--- src/rtl/rc5_manchester_rx.sv ---
// RC-5 style Manchester receiver: locks on the MSB mid-bit edge, samples both
// half-bits of each following bit free-running from that edge, and strobes the code word.
module rc5_manchester_rx #(
    parameter int unsigned HALF_BIT = 32,
    parameter int unsigned NBITS    = 11
) (
    input  logic             clock,
    input  logic             reset_n,
    input  logic             din,
    output logic [NBITS-1:0] data,
    output logic             valid,
    output logic             err,
    output logic             busy
);

    localparam int unsigned      CNT_W     = $clog2(2 * NBITS * HALF_BIT + 1);
    localparam logic [CNT_W-1:0] CNT_QTR   = CNT_W'(HALF_BIT / 2);
    localparam logic [CNT_W-1:0] CNT_HALF  = CNT_W'(HALF_BIT);
    localparam logic [CNT_W-1:0] CNT_GUARD = CNT_W'(2 * HALF_BIT - 1);

    typedef enum logic [1:0] {
        GUARD,
        IDLE,
        CHECK,
        RECV
    } state_e;

    state_e           state_q, state_d;
    logic             sync1_q, din_s_q, prev_q;
    logic [CNT_W-1:0] cnt_q, cnt_d;
    logic             half_q, half_d;
    logic             a_q, a_d;
    logic [NBITS-1:0] shreg_q, shreg_d;
    logic [NBITS-1:0] pos_q, pos_d;
    logic [NBITS-1:0] data_q, data_d;
    logic             valid_q, valid_d;
    logic             err_q, err_d;
    logic             busy_q, busy_d;
    logic             rise_c, done_c, viol_c;
    logic [NBITS-1:0] merged_c;

    // Two-flop synchroniser plus one history flop for rising-edge detection
    always_ff @(posedge clock or negedge reset_n) begin
        if (!reset_n) begin
            sync1_q <= 1'b0;
            din_s_q <= 1'b0;
            prev_q  <= 1'b0;
        end else begin
            sync1_q <= din;
            din_s_q <= sync1_q;
            prev_q  <= din_s_q;
        end
    end

    assign rise_c   = din_s_q & ~prev_q;
    // pos_q is one-hot on the bit slot that the current B sample fills
    assign merged_c = shreg_q | (din_s_q ? pos_q : '0);

    always_ff @(posedge clock or negedge reset_n) begin
        if (!reset_n) begin
            state_q <= GUARD;
            cnt_q   <= '0;
            half_q  <= 1'b0;
            a_q     <= 1'b0;
            shreg_q <= '0;
            pos_q   <= '0;
        end else begin
            state_q <= state_d;
            cnt_q   <= cnt_d;
            half_q  <= half_d;
            a_q     <= a_d;
            shreg_q <= shreg_d;
            pos_q   <= pos_d;
        end
    end

    // Next state; cnt_q counts cycles since the last sample point (or since t0)
    always_comb begin
        state_d = state_q;
        cnt_d   = cnt_q;
        half_d  = half_q;
        a_d     = a_q;
        shreg_d = shreg_q;
        pos_d   = pos_q;
        done_c  = 1'b0;
        viol_c  = 1'b0;
        case (state_q)
            GUARD: begin
                if (din_s_q) begin
                    cnt_d = '0;
                end else if (cnt_q == CNT_GUARD) begin
                    state_d = IDLE;
                    cnt_d   = '0;
                end else begin
                    cnt_d = cnt_q + CNT_W'(1);
                end
            end
            IDLE: begin
                cnt_d = '0;
                if (rise_c) begin
                    state_d = CHECK;
                    cnt_d   = CNT_W'(1);
                    half_d  = 1'b0;
                    a_d     = 1'b0;
                    shreg_d = NBITS'(1) << (NBITS - 1);
                    pos_d   = NBITS'(1) << (NBITS - 2);
                end
            end
            CHECK: begin
                if (cnt_q == CNT_QTR) begin
                    state_d = din_s_q ? RECV : IDLE;
                    cnt_d   = din_s_q ? CNT_W'(1) : '0;
                end else begin
                    cnt_d = cnt_q + CNT_W'(1);
                end
            end
            RECV: begin
                if (cnt_q == CNT_HALF) begin
                    cnt_d = CNT_W'(1);
                    if (!half_q) begin
                        a_d    = din_s_q;
                        half_d = 1'b1;
                    end else begin
                        half_d = 1'b0;
                        if (a_q == din_s_q) begin
                            viol_c  = 1'b1;
                            state_d = GUARD;
                            cnt_d   = '0;
                        end else begin
                            shreg_d = merged_c;
                            pos_d   = pos_q >> 1;
                            if (pos_q[0]) begin
                                done_c  = 1'b1;
                                state_d = GUARD;
                                cnt_d   = '0;
                            end
                        end
                    end
                end else begin
                    cnt_d = cnt_q + CNT_W'(1);
                end
            end
            default: begin
                state_d = GUARD;
                cnt_d   = '0;
            end
        endcase
    end

    // Output next values; everything leaves through registers
    always_comb begin
        valid_d = done_c;
        err_d   = viol_c;
        data_d  = done_c ? merged_c : data_q;
        busy_d  = (state_d != IDLE);
    end

    always_ff @(posedge clock or negedge reset_n) begin
        if (!reset_n) begin
            data_q  <= '0;
            valid_q <= 1'b0;
            err_q   <= 1'b0;
            busy_q  <= 1'b1;
        end else begin
            data_q  <= data_d;
            valid_q <= valid_d;
            err_q   <= err_d;
            busy_q  <= busy_d;
        end
    end

    assign data  = data_q;
    assign valid = valid_q;
    assign err   = err_q;
    assign busy  = busy_q;

endmodule

--- config.mk ---
export PLATFORM = sky130hd
export DESIGN_NAME = rc5_manchester_rx
export DESIGN_NICKNAME = d
export VERILOG_FILES = /design/src/rtl/rc5_manchester_rx.sv
export SDC_FILE = /design/constraint.sdc
export NUM_CORES = 1
export LEC_CHECK = 0
export ABC_AREA = 0
export ABC_CLOCK_PERIOD_IN_PS = 4900
export CAP_MARGIN = 10
export CELL_PAD_IN_SITES_DETAIL_PLACEMENT = 0
export CELL_PAD_IN_SITES_GLOBAL_PLACEMENT = 2
export CORE_MARGIN = 3
export CORE_UTILIZATION = 41
export CTS_CLUSTER_DIAMETER = 120
export DETAILED_ROUTE_END_ITERATION = 8
export HOLD_SLACK_MARGIN = 0.12
export PLACE_DENSITY = 0.83
export SLEW_MARGIN = 20
export SYNTH_ARGS = -nofsm -noshare
export SYNTH_HDL_FRONTEND = slang
export SYNTH_SLANG_ARGS = --single-unit
--- constraint.sdc ---
create_clock -name clock -period 4.9 [get_ports clock]
set_input_delay 0.98 -clock clock [delete_from_list [all_inputs] [get_ports clock]]
set_output_delay 0.98 -clock clock [all_outputs]
set_load 0.01 [all_outputs]
==> flow_metrics.env <==
export IMPL_wl_per_cell_um=14.4
export IMPL_worstHoldEndpoint="din_s_q"
export IMPL_syn_inst=226
export IMPL_fillCellCount=552
export IMPL_cp_start_kind="flop"
export IMPL_finalCritPeriodShare_pct=52.1
export IMPL_grt_pass1_wl_um=7690
export IMPL_rsz0062_at_grt="no"
export IMPL_yosysMostFrequentCell="dfrtp_1"
export IMPL_dieArea_sq_um=6780
export IMPL_crit_arrival_ns=2.75
export IMPL_initial_core_util_pct=42.9
export IMPL_status="finished clean"
export IMPL_globalRoute_busiestLayer="met1"
export IMPL_num_vias=1611
export IMPL_period_minus_slack_ns=2.55
export IMPL_hpwlAfterDp_um=2900
export IMPL_cts_resized=0
export IMPL_clk_pin_slew_ns=0.09
export IMPL_synth_top_area_share_pct=53.4
export IMPL_ioPinCount=17
export IMPL_cp_end_kind="flop"
export IMPL_syn_area_sq_um=2390
export IMPL_worstSetupPathType="flop to flop"
export IMPL_drive_gt1_share_pct=7.50
export IMPL_cellLeakagePower_nw=1.12
export IMPL_holdCritStartpoint="sync1_q"
export IMPL_place_gp_congestion=0.732
export IMPL_place_ws_ns=2.32
export IMPL_grt_use_met1_pct=22.8
export IMPL_synth_nets=231
export IMPL_report_final_slew_viol_count=0
export IMPL_die_height_um=82.3
export IMPL_cp_max_fo=31
export IMPL_globalRouteTotalUtil_pct=15.0
export IMPL_cellPowerDensity_nw_per_um2=266
export IMPL_finalSetupViolations=0
export IMPL_areaGrowthSynthToFinish_pct=11.2
export IMPL_hold_viol=0
export IMPL_layout_setup_ws_ns=2.35
export IMPL_synth_cell_types=47
export IMPL_synth_seq_area_share_pct=54.5
export IMPL_yosys_area_top_type="dfrtp_1"
export IMPL_grt_pass1_vias=1563
export IMPL_worst_pin_slew_ns=0.956
export IMPL_die_w_um=82.3
export IMPL_clock_latency_ns=0.30
export IMPL_row_count=27
export IMPL_synth_area_top_cells="dfrtp_1 (53%), nand2_1 (4.2%), mux2i_1 (4.2%), a22o_1 (2.9%), o21ai_0 (2.7%)"
export IMPL_hold_class="flop to flop"
export IMPL_r2r_cells=4
export IMPL_slew_headroom_pct=36.3
export IMPL_r2r_end="data[10]"
export IMPL_synth_common_cells="dfrtp_1 (51), nand2_1 (27), inv_1 (15)"
export IMPL_cts_root_buffer="clkbuf_8"
export IMPL_critPathRequiredTime_ns=5.10
export IMPL_grt_max_degree=53
export IMPL_antenna_found_initial=0
export IMPL_fin_setup_tns_ns=0
export IMPL_drc=0
export IMPL_met3_usage_pct=3.58
export IMPL_cts_hold_buf=0
export IMPL_numCtsBuffers=5
export IMPL_overflow=0
export IMPL_drtAntennaViolNets=0
export IMPL_hold_depth=0
export IMPL_drt_pass1_iterations=4
export IMPL_yosysWarnings=0
export IMPL_num_antenna_cells=0
export IMPL_cts_tree="built"
export IMPL_coreArea_sq_um=5570
export IMPL_r2r_setup_slack_ns=2.35
export IMPL_viasPerCell=5.16
export IMPL_nets=244
export IMPL_timing_fmax_ghz=0.392
export IMPL_skew_ns=0.0108
export IMPL_h_tree_depth=2
export IMPL_reg2reg_from="din_s_q"
export IMPL_synth_edf_count=0
export IMPL_synth_async_reset_ratio_pct=100
export IMPL_cts_sinks=52
export IMPL_cts_buffer_depth=2
export IMPL_avgSynthCellArea_sq_um=10.6
export IMPL_ys_ff_latch=52
export IMPL_met2_usage_pct=21.0
export IMPL_drt_iter0_drc=84
export IMPL_ys_flop_type="dfrtp_1"
export IMPL_peakVddDrop_v=0.000122
export IMPL_wirelength_um=4480
export IMPL_postCtsSetupBuffers=0
export IMPL_cap_viol_max_count=0
export IMPL_portBuffers=16
## area by class of cell
| cell class | instances | area (sq um) | area share (%) |
|---|---|---|---|
| Multi-Input combinational cell | 148 | 955 | 36.0 |
| Tap cell | 72 | 90.1 | 3.39 |
| Sequential cell | 52 | 1300 | 49.1 |
| Inverter | 15 | 56.3 | 2.12 |
| Clock buffer | 6 | 72.6 | 2.73 |
| Timing Repair Buffer | 17 | 163 | 6.13 |
| Clock inverter | 2 | 16.3 | 0.613 |
## critical path: stages, from the launching register on
cell,delay [ns]
dfrtp_1,0.98
xnor2_1,0.25
nor2_1,0.16
and3_1,0.64
mux2_2,0.41
## how the worst max path moves through the flow
stage             start        to  slack (ns)
6_report        din_s_q  data[10]        2.35
5_1_grt         din_s_q  data[10]        2.12
4_1_cts         din_s_q  data[10]        2.29
3_5_place_dp    din_s_q  data[10]        2.32
3_3_place_gp    din_s_q  data[10]        2.36
2_1_floorplan  cnt_q[0]  data[10]        3.06
## state kept, by name, indices dropped and copies added, names as in the netlist
name     count
valid        1
din_s_q      1
data        11
sync1_q      1
shreg_q     11
pos_q       10
state_q      2
cnt_q       10
prev_q       1
err          1
busy         1
half_q       1
a_q          1
## kinds of logic after synthesis
kind of cell               Yosys count  share of synthesized area, %
AOI/OAI and AO/OA                   48                          13.5
xor gates and xnor gates             9                          3.30
adders and majority gates            2                          1.05
buffers and inverters               26                          5.50
DFF                                 52                          54.5
muxes                               11                          4.66
and+or+nand+nor                     78                          17.4
## metal layers
| layer | part of all wire (%) | wire length (um) |
|---|---|---|
| met2 | 42 | 1890 |
| met5 | 0 | 0 |
| met3 | 2.8 | 125 |
| met4 | 1.2 | 56 |
| met1 | 54 | 2410 |
## placed cells by master, fill, tap and decap left out, drive strengths merged, types with 2 or more instances in the layout
cell           netlist  layout
nand2b               4       4
a22o                 8       8
mux2i               10      10
nor2                13      13
clkdlybuf4s50        0      15
ha                   2       2
dfrtp               51      51
o21ai               14      14
xor2                 3       3
inv                 15      15
a21o                 2       2
o211ai               4       4
nor3b                2       2
nor3                 5       5
nor4                 2       2
nand4b               3       3
a21oi               12      12
clkbuf               6       6
buf                  5       2
and3                 4       4
o22ai                2       2
xnor2                6       6
nand2               27      27
and2                 2       2
nor2b                3       3
nand3                7       7
or3                  2       2
## power by group
group | leakage [nW] | switching [mW] | internal (mW)
sequential | 0.714 | 0.00677 | 0.432
clock | 0.0414 | 0.142 | 0.102
combinational | 0.364 | 0.0155 | 0.00796
## per-stage QoR
| step | hold WS, ns | power, mW | instance area, sq um | util [%] | cells |
|---|---|---|---|---|---|
| 2_1_floorplan | 0.331 | 0.457 | 2390 | - | 226 |
| 3_3_place_gp | 0.335 | 0.472 | 2570 | 46.0 | 304 |
| 3_5_place_dp | 0.340 | 0.472 | 2570 | 46.0 | 304 |
| 4_1_cts | 0.362 | 0.719 | 2660 | 47.6 | 312 |
| 5_1_grt | 0.370 | 0.743 | 2660 | 47.6 | 312 |
| 6_report | 0.359 | 0.706 | 2660 | 47.6 | 312 |
(Power assumes the default switching activity.)
